<file path="src/rtl/mul_pkg.sv">
// mul_pkg: shared encodings for the sequential radix-4 Booth multiplier.
// Holds the FSM states and the Booth digit-select decode.
package mul_pkg;

    typedef enum logic [1:0] {
        IDLE,
        CALC,
        DONE
    } state_e;

    typedef enum logic [2:0] {
        ZERO,
        POS1,
        POS2,
        NEG1,
        NEG2
    } booth_sel_e;

    // Window is {b[2i+1], b[2i], b[2i-1]}
    function automatic booth_sel_e booth_sel(input logic [2:0] win);
        booth_sel_e s;
        unique case (win)
            3'b001, 3'b010: s = POS1;
            3'b011:         s = POS2;
            3'b100:         s = NEG2;
            3'b101, 3'b110: s = NEG1;
            default:        s = ZERO;
        endcase
        return s;
    endfunction

endpackage

</file>
<file path="src/rtl/booth_mul_seq_recode.sv">
// booth_r4_recode: turns one radix-4 Booth window and the extended
// multiplicand into the signed addend for that digit.
module booth_r4_recode
    import mul_pkg::*;
#(
    parameter int ACC = 66
) (
    input  logic [2:0]     win,
    input  logic [ACC-1:0] m,
    output logic [ACC-1:0] addend
);

    booth_sel_e sel;
    logic [ACC-1:0] m2;

    assign sel = booth_sel(win);
    assign m2  = m << 1;

    always_comb begin
        addend = '0;
        unique case (sel)
            POS1:    addend = m;
            POS2:    addend = m2;
            NEG1:    addend = -m;
            NEG2:    addend = -m2;
            default: addend = '0;
        endcase
    end

endmodule

</file>
<file path="src/rtl/booth_mul_seq.sv">
// booth_mul_seq: start/done handshaked radix-4 Booth multiplier,
// one digit per clock, signed or unsigned operands.
module booth_mul_seq
    import mul_pkg::*;
#(
    parameter int WIDTH = 32
) (
    input  logic               clk,
    input  logic               clr,
    input  logic               start,
    input  logic               signed_mode,
    input  logic [WIDTH-1:0]   a,
    input  logic [WIDTH-1:0]   b,
    output logic               busy,
    output logic               done,
    output logic [2*WIDTH-1:0] prod
);

    localparam int N   = WIDTH / 2 + 1;
    localparam int ACC = 2 * WIDTH + 2;
    localparam int MW  = WIDTH + 3;
    localparam int CW  = $clog2(N + 1);

    state_e         state;
    state_e         state_n;
    logic [ACC-1:0] mcand;
    logic [MW-1:0]  mplier;
    logic [ACC-1:0] acc;
    logic [CW-1:0]  cnt;
    logic [ACC-1:0] addend;
    logic [ACC-1:0] sum;
    logic [ACC-1:0] a_ext;
    logic [MW-1:0]  b_ext;
    logic           load;
    logic           last;

    // Extra extension digit makes unsigned operands exact
    assign a_ext = {{(ACC-WIDTH){signed_mode & a[WIDTH-1]}}, a};
    assign b_ext = {{2{signed_mode & b[WIDTH-1]}}, b, 1'b0};

    assign last = (cnt == CW'(N - 1));
    assign sum  = acc + addend;

    booth_r4_recode #(
        .ACC(ACC)
    ) u_recode (
        .win   (mplier[2:0]),
        .m     (mcand),
        .addend(addend)
    );

    always_comb begin
        state_n = state;
        load    = 1'b0;
        unique case (state)
            IDLE, DONE: begin
                if (start) begin
                    state_n = CALC;
                    load    = 1'b1;
                end else begin
                    state_n = IDLE;
                end
            end
            CALC: begin
                if (last) state_n = DONE;
            end
            default: state_n = IDLE;
        endcase
    end

    always_ff @(posedge clk or posedge clr) begin
        if (clr) begin
            state  <= IDLE;
            busy   <= 1'b0;
            done   <= 1'b0;
            prod   <= '0;
            mcand  <= '0;
            mplier <= '0;
            acc    <= '0;
            cnt    <= '0;
        end else begin
            state <= state_n;
            busy  <= (state_n == CALC);
            done  <= (state_n == DONE);
            if (load) begin
                mcand  <= a_ext;
                mplier <= b_ext;
                acc    <= '0;
                cnt    <= '0;
            end else if (state == CALC) begin
                acc    <= sum;
                mcand  <= mcand << 2;
                mplier <= mplier >> 2;
                cnt    <= cnt + CW'(1);
                if (last) prod <= sum[2*WIDTH-1:0];
            end
        end
    end

endmodule

</file>
<file path="config.mk">
export PLATFORM = sky130hd
export DESIGN_NAME = booth_mul_seq
export DESIGN_NICKNAME = d
export VERILOG_FILES = /design/src/rtl/mul_pkg.sv /design/src/rtl/booth_mul_seq_recode.sv /design/src/rtl/booth_mul_seq.sv
export SDC_FILE = /design/constraint.sdc
export NUM_CORES = 1
export LEC_CHECK = 0
export ABC_AREA = 1
export CAP_MARGIN = 20
export CELL_PAD_IN_SITES_DETAIL_PLACEMENT = 1
export CELL_PAD_IN_SITES_GLOBAL_PLACEMENT = 1
export CORE_MARGIN = 2
export CORE_UTILIZATION = 46
export CTS_CLUSTER_DIAMETER = 50
export CTS_CLUSTER_SIZE = 14
export DETAILED_ROUTE_END_ITERATION = 8
export PLACE_DENSITY = 0.87
export SLEW_MARGIN = 20
export SYNTH_ARGS = -nofsm -noshare
export SYNTH_HDL_FRONTEND = slang
export SYNTH_SLANG_ARGS = --single-unit
</file>
<file path="constraint.sdc">
create_clock -name clk -period 21.9 [get_ports clk]
set_input_delay 4.38 -clock clk [delete_from_list [all_inputs] [get_ports clk]]
set_output_delay 4.38 -clock clk [all_outputs]
set_load 0.1 [all_outputs]
</file>
==> metrics.cfg <==
[clocking]
clkLatencyLatePin_ns=0.63
cts_root_buf=clkbuf_16
htreeDepth=1
cts_resized=0
cts_tree=yes
clock_path_buffers=3
cts_made_buffers=30
hold_buffers=0
cts_sinks=235
clk_pin_slew_ns=0.06
post_cts_buffers=0

[critical_path]
crit_fanout=2
worst_path_max_delay_cell=clkdlybuf4s50_1
cp-end-kind=output pin
rr_worst_depth=24
cp_cell_sequence=clkdlybuf4s50_1
critical_path_class=reg2out
worstPathArrival_ns=2.17
slowest_delay_ns=1.15
cp-start-kind=flip-flop
cp_top_family=buffers and inverters
cp.required_ns=17.52
r2r_start=mcand[0]
r2r_setup_slack_ns=17.00
reg2reg_to=acc[57]
crit_buf_inv=1

[place]
placed_area_um2=19100
port_buffers=133
dp_hpwl_um=49900
gp_congestion=0.963

[yosys]
synth-edff-count=0
synth-seq-area-share=0.340
synthDistinctLibCells=48
yosys_register_bits=235
synthCells=2600
syn_area_um2=17300
ys.flop_type=dfrtp_1
synth_top_area_cell=dfrtp_1
synth_top_cell_area_share=0.340
yosys-top-cells-area=dfrtp_1 (34%), nand2_1 (15%), o21ai_0 (7.7%)
async_flop_share=1.00
avgSynthCellArea_um2=6.66
ys_warn_count=0
synth_nets=2735

[sta]
fin_crit_sh=0.299
setup_viol=0
fin_setup_tns_ns=0
report.final.slew_viol_count=0
slew_headroom=0.337
hold_viol=0
max_clock_freq_mhz=153
worst_pin_slew_ns=0.991
whs_ns=0.476
rsz0062_at_grt=false
finClkSkew_ns=0.0464
fin_crit_ns=6.55

[finish]
drive_gt1_frac=0.0424
fin_area_um2=20200
multi_input_area_um2=9970
seqCellArea_um2=5880
finalNetCount=2826
layout_common_cells=nand2_1 (707), inv_1 (302), nor2_1 (293)
diodes=0
fin_util=0.539
final_common_cell=nand2_1
fillers=4902
syn2layout_area_growth_pct=16.4

[drt]
ant_nets=0
wl_um=66400
avgRoutedWirePerCell_um=20.6
drcViolationCount=0
vias=18500
via_per_inst=5.75
drtIter0Drc=1105
firstDrtPassIters=5

[global_routing]
grt_max_degree=106
grt_pass1_wl_um=105000
track_usage=0.342
antenna_found_initial=1
met3_usage=0.0351
met1_usage=0.460
top_usage_layer=met2
grt-ovfl-total=0
grt_pass1_vias=19200
use_met2=0.569

[status]
status=finished clean

[floorplan]
ios=134
die_y_um=198
die_area_um2=39200
die_w_um=198
rows=71
core_um2=37400
start_util=0.463

[flow_run]
drv_cap=0

[min_path]
holdCritStartpoint=prod[61]
hp-class=reg2reg
hold_path_depth=2
hold_end=prod[61]

how the worst max path moves through the flow:
| stage | from | end | depth (start not counted) |
|---|---|---|---|
| after detailed placement | start | mcand[55] | 7 |
| after floorplan | clr | acc[0] | 1 |
| after global placement | start | cnt[4] | 7 |
| after CTS | prod[40] | prod[40] | 1 |
| final | prod[40] | prod[40] | 1 |
| after global routing | start | mcand[62] | 7 |
sequential cells by signal (all words and copies together), names as in the netlist:
signal	count
mcand	64
state	2
acc	64
done	1
mplier	34
cnt	5
busy	1
prod	64
layer usage:
metal	share of wire	up-vias
met2	0.47	535
met4	0.037	2
li1	-	8733
met3	0.052	136
met1	0.45	9131
met5	0.00018	-
Yosys cell counts (2+ instances only):
library cell  count
a21o_1            8
nand4_1          33
nand3b_1         18
nor2_2            7
o211ai_1         35
dfrtp_1         235
inv_2             4
o21a_1            4
nand2_4           2
and3_1            4
nor2_1          298
nand3_1         200
clkbuf_1         71
a221o_1           7
nor2_4            5
inv_1           305
a22o_1            5
o21ai_0         268
nor3_1           22
nand2_1         709
buf_1            10
o22ai_1          22
ha_1             66
o21ai_1           5
a221oi_1          6
xor2_1           55
a21oi_1          93
o21bai_1         12
xnor2_1          10
a31oi_1           8
a21boi_0          2
o221ai_1          8
a22oi_1           2
or2_2            11
o2111ai_1        21
nor4_1            8
buf_2            10
kinds of logic after synthesis:
kind of cell / share of synthesized area
xor gates and xnor gates: 0.0329
buffers and inverters: 0.0876
and+or+nand+nor: 0.321
AOI/OAI and AO/OA: 0.170
adders and majority gates: 0.0488
DFF: 0.340
stage by stage:
stage | cells | setup WS [ns]
finish | 3223 | 15.35
global route | 3223 | 15.28
CTS | 3223 | 15.32
detailed placement | 3170 | 14.99
global placement | 3170 | 15.05
floorplan | 2600 | 11.07
area by class of cell:
class                      instances  area share
inverter                         310      0.0581
timing repair buffer             150      0.0723
clock inverter                    19      0.0123
sequential                       235       0.292
tap                              511      0.0317
multi-input combinational       1964       0.495
clock buffer                      34      0.0395
Power is left out: the tool's default activity adds up to more than one toggle a clock period on the data nets, which glitch-free logic cannot reach.
